==> src/rtl/inst_queue_pkg.sv <==
// Shared constants for the fetch/decode boundary: packet layout and queue sizing.
package inst_queue_pkg;

   localparam int unsigned FS2DS_LEN = 64;
   localparam int unsigned IQ_DEPTH  = 4;

   // Packet field offsets within {inst, pc}
   localparam int unsigned INST_MSB  = 63;
   localparam int unsigned INST_LSB  = 32;
   localparam int unsigned PC_MSB    = 31;
   localparam int unsigned PC_LSB    = 0;

endpackage

==> src/rtl/inst_queue.sv <==
// Instruction queue between fetch and decode: in-order circular buffer whose
// allowin to fetch depends on occupancy only; any flush empties it atomically.
module inst_queue
   import inst_queue_pkg::*;
#(
   parameter int unsigned DEPTH = IQ_DEPTH,
   parameter int unsigned W     = FS2DS_LEN
) (
   input  logic                     clk,
   input  logic                     resetn,
   input  logic                     fs2ds_valid,
   input  logic [W-1:0]             fs2ds_bus,
   output logic                     ds_allowin,
   output logic                     iq2ds_valid,
   output logic [W-1:0]             iq2ds_bus,
   input  logic                     id_allowin,
   input  logic                     br_taken,
   input  logic                     wb_ex,
   input  logic                     ertn_flush,
   output logic [$clog2(DEPTH):0]   iq_count
);

   localparam int unsigned AW = $clog2(DEPTH);
   localparam int unsigned CW = AW + 1;

   logic [W-1:0]  mem [DEPTH];
   logic [AW-1:0] wr_ptr;
   logic [AW-1:0] rd_ptr;
   logic [CW-1:0] count;
   logic [CW-1:0] count_next;

   logic flush;
   logic enq;
   logic deq;

   always_comb begin
      flush       = br_taken | wb_ex | ertn_flush;
      ds_allowin  = (count != CW'(DEPTH));
      // Head is younger than the redirecting instruction, so hide it in the flush cycle
      iq2ds_valid = (count != '0) & ~flush;
      enq         = fs2ds_valid & ds_allowin & ~flush;
      deq         = iq2ds_valid & id_allowin;
      iq2ds_bus   = mem[rd_ptr];
      iq_count    = count;
   end

   always_comb begin
      count_next = count;
      unique case ({enq, deq})
         2'b10:   count_next = count + CW'(1);
         2'b01:   count_next = count - CW'(1);
         default: count_next = count;
      endcase
   end

   always_ff @(posedge clk) begin
      if (!resetn || flush) begin
         wr_ptr <= '0;
         rd_ptr <= '0;
         count  <= '0;
      end else begin
         if (enq) wr_ptr <= wr_ptr + AW'(1);
         if (deq) rd_ptr <= rd_ptr + AW'(1);
         count <= count_next;
      end
   end

   // Storage is intentionally not reset or cleared; count alone defines validity
   always_ff @(posedge clk) begin
      if (enq) mem[wr_ptr] <= fs2ds_bus;
   end

endmodule

==> config.mk <==
export PLATFORM = sky130hd
export DESIGN_NAME = inst_queue
export DESIGN_NICKNAME = d
export VERILOG_FILES = /design/src/rtl/inst_queue_pkg.sv /design/src/rtl/inst_queue.sv
export SDC_FILE = /design/constraint.sdc
export NUM_CORES = 1
export LEC_CHECK = 0
export BUFFER_PORTS_ARGS = -buffer_cell sky130_fd_sc_hd__buf_2
export CAP_MARGIN = 20
export CORE_ASPECT_RATIO = 1.5
export CORE_MARGIN = 10
export CORE_UTILIZATION = 40
export DETAILED_ROUTE_END_ITERATION = 8
export PLACE_DENSITY_LB_ADDON = 0.05
export SETUP_SLACK_MARGIN = 0.5
export SLEW_MARGIN = 30
export SYNTH_ARGS = -nofsm -noshare
export SYNTH_HDL_FRONTEND = slang
export SYNTH_SLANG_ARGS = --single-unit
==> constraint.sdc <==
create_clock -name clk -period 4.26 [get_ports clk]
set_input_delay 0.426 -clock clk [delete_from_list [all_inputs] [get_ports clk]]
set_output_delay 0.426 -clock clk [all_outputs]
set_load 0.1 [all_outputs]
==> flow_summary.yaml <==
outcome:
  outcome: "finished, final reports clean"
logic_synthesis:
  ys_types: 25
  synth_cells: 391
  ys_ff_latch: 265
  syn-cell-area_sq_um: 9800
  ys_warn_count: 0
  syn_nets: 468
  synth_area_per_cell_sq_um: 25.1
  yosysSeqAreaShare: 0.803
drt:
  drt-met1-wl_mm: 7.50
  drt-vias-per-instance: 5.00
  top_layer_used: "met5"
  wl_met2_mm: 10.5
  drt_iter0_markers: 224
  totalWireLength_mm: 19.6
  drc: 0
  vias: 4482
  dr_wl_met3_mm: 1.19
  dr.pass1.iters: 4
  wl_per_cell_um: 21.9
  final_antenna_net_count: 0
sta:
  period_share: 0.712
  hold_viol: 0
  worst_pin_slew_ns: 0.520
  max_freq_ghz: 0.330
  min_period_ns: 3.03
  relSlewSlack: 0.653
  setup_violations: 0
  slew_violations: 0
  setup_tns_ns: 0
  grt_setup_unrepaired: "no"
  fin_skew_ns: 0.00508
clock_tree:
  cts_resized: 0
  insertion_delay_ns: 0.50
  holdBufCountCts: 0
  cts_setup_buffers: 0
  cts-root-buf: "clkbuf_16"
  cts_buffers: 25
  clkSinkCount: 265
  cts.reportedPaths.clkPinSlew_ns: 0.06
  cts_buffer_depth: 3
  htree_levels: 1
  cts_tree: "yes"
setup_path:
  timing.rr.end: "iq_count[2]$_SDFFE_PP0P_"
  reg2regPathDepth: 9
  reg2reg_from: "iq_count[2]$_SDFFE_PP0P_"
  required_ns: 3.83
  path_class: "reg2out"
  worstPathArrival_ns: 2.61
  regToRegSetupSlack_ns: 1.78
  crit_path_max_fanout: 26
  crit_path_end_kind: "output pin"
  cp-endpoint: "iq2ds_bus[61]"
  startpoint_type: "flop"
global_route:
  grt_max_degree: 39
  grt_pass1_vias: 5121
  grt_pass1_wl_mm: 30.0
  grt_usage: 0.124
  antenna_found_initial: 3
  grt_overflow: 0
power_and_ir_drop:
  p_int_mw: 4.41
  p_per_area_nw_per_um2: 461
  p_sw_mw: 1.05
  peakVddDrop_v: 0.000254
  p_leak_nw: 3.90
  power.total_mw: 5.47
  p_clk_frac: 0.444
  sequentialPowerShare: 0.525
  swShare: 0.192
  p_comb_frac: 0.032
die:
  initial_core_util: 0.404
  die_x_um: 148
  core_region_area_sq_um: 24300
  ios: 140
  die_y_um: 212
  dieArea_sq_um: 31300
  row_count: 70
finish:
  fin_nets: 630
  post_route_cells_drive_above_1_share: 0.454
  area_growth_pct: 20.9
  num-fill-cells: 2050
  final_cell_mix: "edfxtp_1 (256), buf_2 (139), mux4_2 (60)"
  instances_no_fill: 896
  final_common_cell: "edfxtp_1"
  finish.utilization: 0.489
hold_path:
  hp-class: "in2reg"
placement:
  numPortBuffers: 139
  placedCellCount: 850
  gp_congestion: 0.697
  dp_hpwl_mm: 12.4
job:
  maxCapViolations: 0
==> registers in the layout (all words and copies together) (netlist names), named ones only <==
name      cells
rd_ptr        2
wr_ptr        2
mem         256
iq_count      3
==> worst min-delay path by stage <==
stage	cells past startpoint	start	endpoint
2_1_floorplan	2	wr_ptr[0]$_SDFFE_PP0P_	wr_ptr[0]$_SDFFE_PP0P_
3_3_place_gp	2	wr_ptr[0]$_SDFFE_PP0P_	wr_ptr[0]$_SDFFE_PP0P_
3_5_place_dp	2	wr_ptr[1]$_SDFFE_PP0P_	wr_ptr[1]$_SDFFE_PP0P_
4_1_cts	1	fs2ds_bus[1]	mem[3][1]$_DFFE_PP_
5_1_grt	1	fs2ds_bus[52]	mem[3][52]$_DFFE_PP_
6_report	1	fs2ds_bus[26]	mem[1][26]$_DFFE_PP_
==> critical path, stage by stage, from the launching register on <==
cell and delay [ns]:
dfxtp_4 0.69, buf_4 0.48, mux4_1 0.61, buf_2 0.31
==> stage by stage <==
| step | area, sq um | hold WS [ns] | setup WS [ns] |
|---|---|---|---|
| final | 11900 | 0.134 | 1.23 |
| after global routing | 11900 | 0.116 | 1.00 |
| after CTS | 11900 | 0.113 | 1.12 |
| after detailed placement | 10900 | 0.515 | 1.67 |
| after global placement | 10800 | 0.508 | 1.67 |
| after floorplan | 9800 | 0.484 | 0.828 |
==> metal layers <==
| metal | GRT usage | vias to the layer above |
|---|---|---|
| met2 | 0.221 | 118 |
| met1 | 0.141 | 2353 |
| met4 | 0.0377 | 4 |
| met3 | 0.0353 | 27 |
| met5 | 0 | - |
| li1 | - | 1980 |
==> cells by family (layout without fill, tap and decap cells) <==
family          count (synthesis)  in the layout  share of synthesized area
other cells                     0              1                          0
simple gates                   21             21                     0.0116
buf+inv                        22            202                     0.0200
mux                            64             64                      0.149
flops                         265            265                      0.803
fa+ha+maj                       6              6                    0.00842
xor+xnor                        4              4                    0.00357
compound gates                  9              9                    0.00523
==> cell usage after synthesis <==
| library cell | number | area [sq um] |
|---|---|---|
| edfxtp_1 | 256 | 7690 |
| mux4_2 | 60 | 1350 |
| dfxtp_1 | 9 | 180 |
| inv_1 | 8 | 30.0 |
| nor2_1 | 8 | 30.0 |
| buf_12 | 6 | 120 |
| buf_2 | 6 | 30.0 |
| ha_1 | 5 | 62.6 |
| a21oi_1 | 4 | 20.0 |
| and2_1 | 4 | 25.0 |
| mux4_1 | 4 | 105 |
| xor2_1 | 4 | 35.0 |
| o21ai_0 | 3 | 15.0 |
| nand3_1 | 2 | 10.0 |
| nor3_1 | 2 | 10.0 |
| buf_6 | 1 | 11.3 |
| clkbuf_2 | 1 | 5.00 |
| fa_1 | 1 | 20.0 |
| nand2_1 | 1 | 3.75 |
| nor3_2 | 1 | 10.0 |
| nor3b_1 | 1 | 7.51 |
| o311ai_0 | 1 | 8.76 |
| o31ai_1 | 1 | 7.51 |
| or3_1 | 1 | 6.26 |
| or3_4 | 1 | 11.3 |
==> power groups by stage <==
| stage | clock network, mW | registers (mW) | logic [mW] |
|---|---|---|---|
| finish | 2.42 | 2.87 | 0.173 |
| detailed placement | 0 | 2.93 | 0.175 |
| floorplan | 0 | 2.93 | 0.0950 |
| CTS | 2.48 | 2.87 | 0.175 |
| global placement | 0 | 2.93 | 0.167 |
| global route | 2.59 | 2.87 | 0.184 |
==> cell type report <==
type                    count  area (sq um)  area share
multi-input cells         104          1750       0.148
well taps                 324           405      0.0342
clock buffers              29           681      0.0574
diodes                      1          2.50    0.000211
repair buffers            149           881      0.0743
flip-flops and latches    265          7880       0.664
inverters                   8          30.0     0.00253
clock inverters            16           233      0.0196
Note: power is estimated with default switching activity, not from simulation.
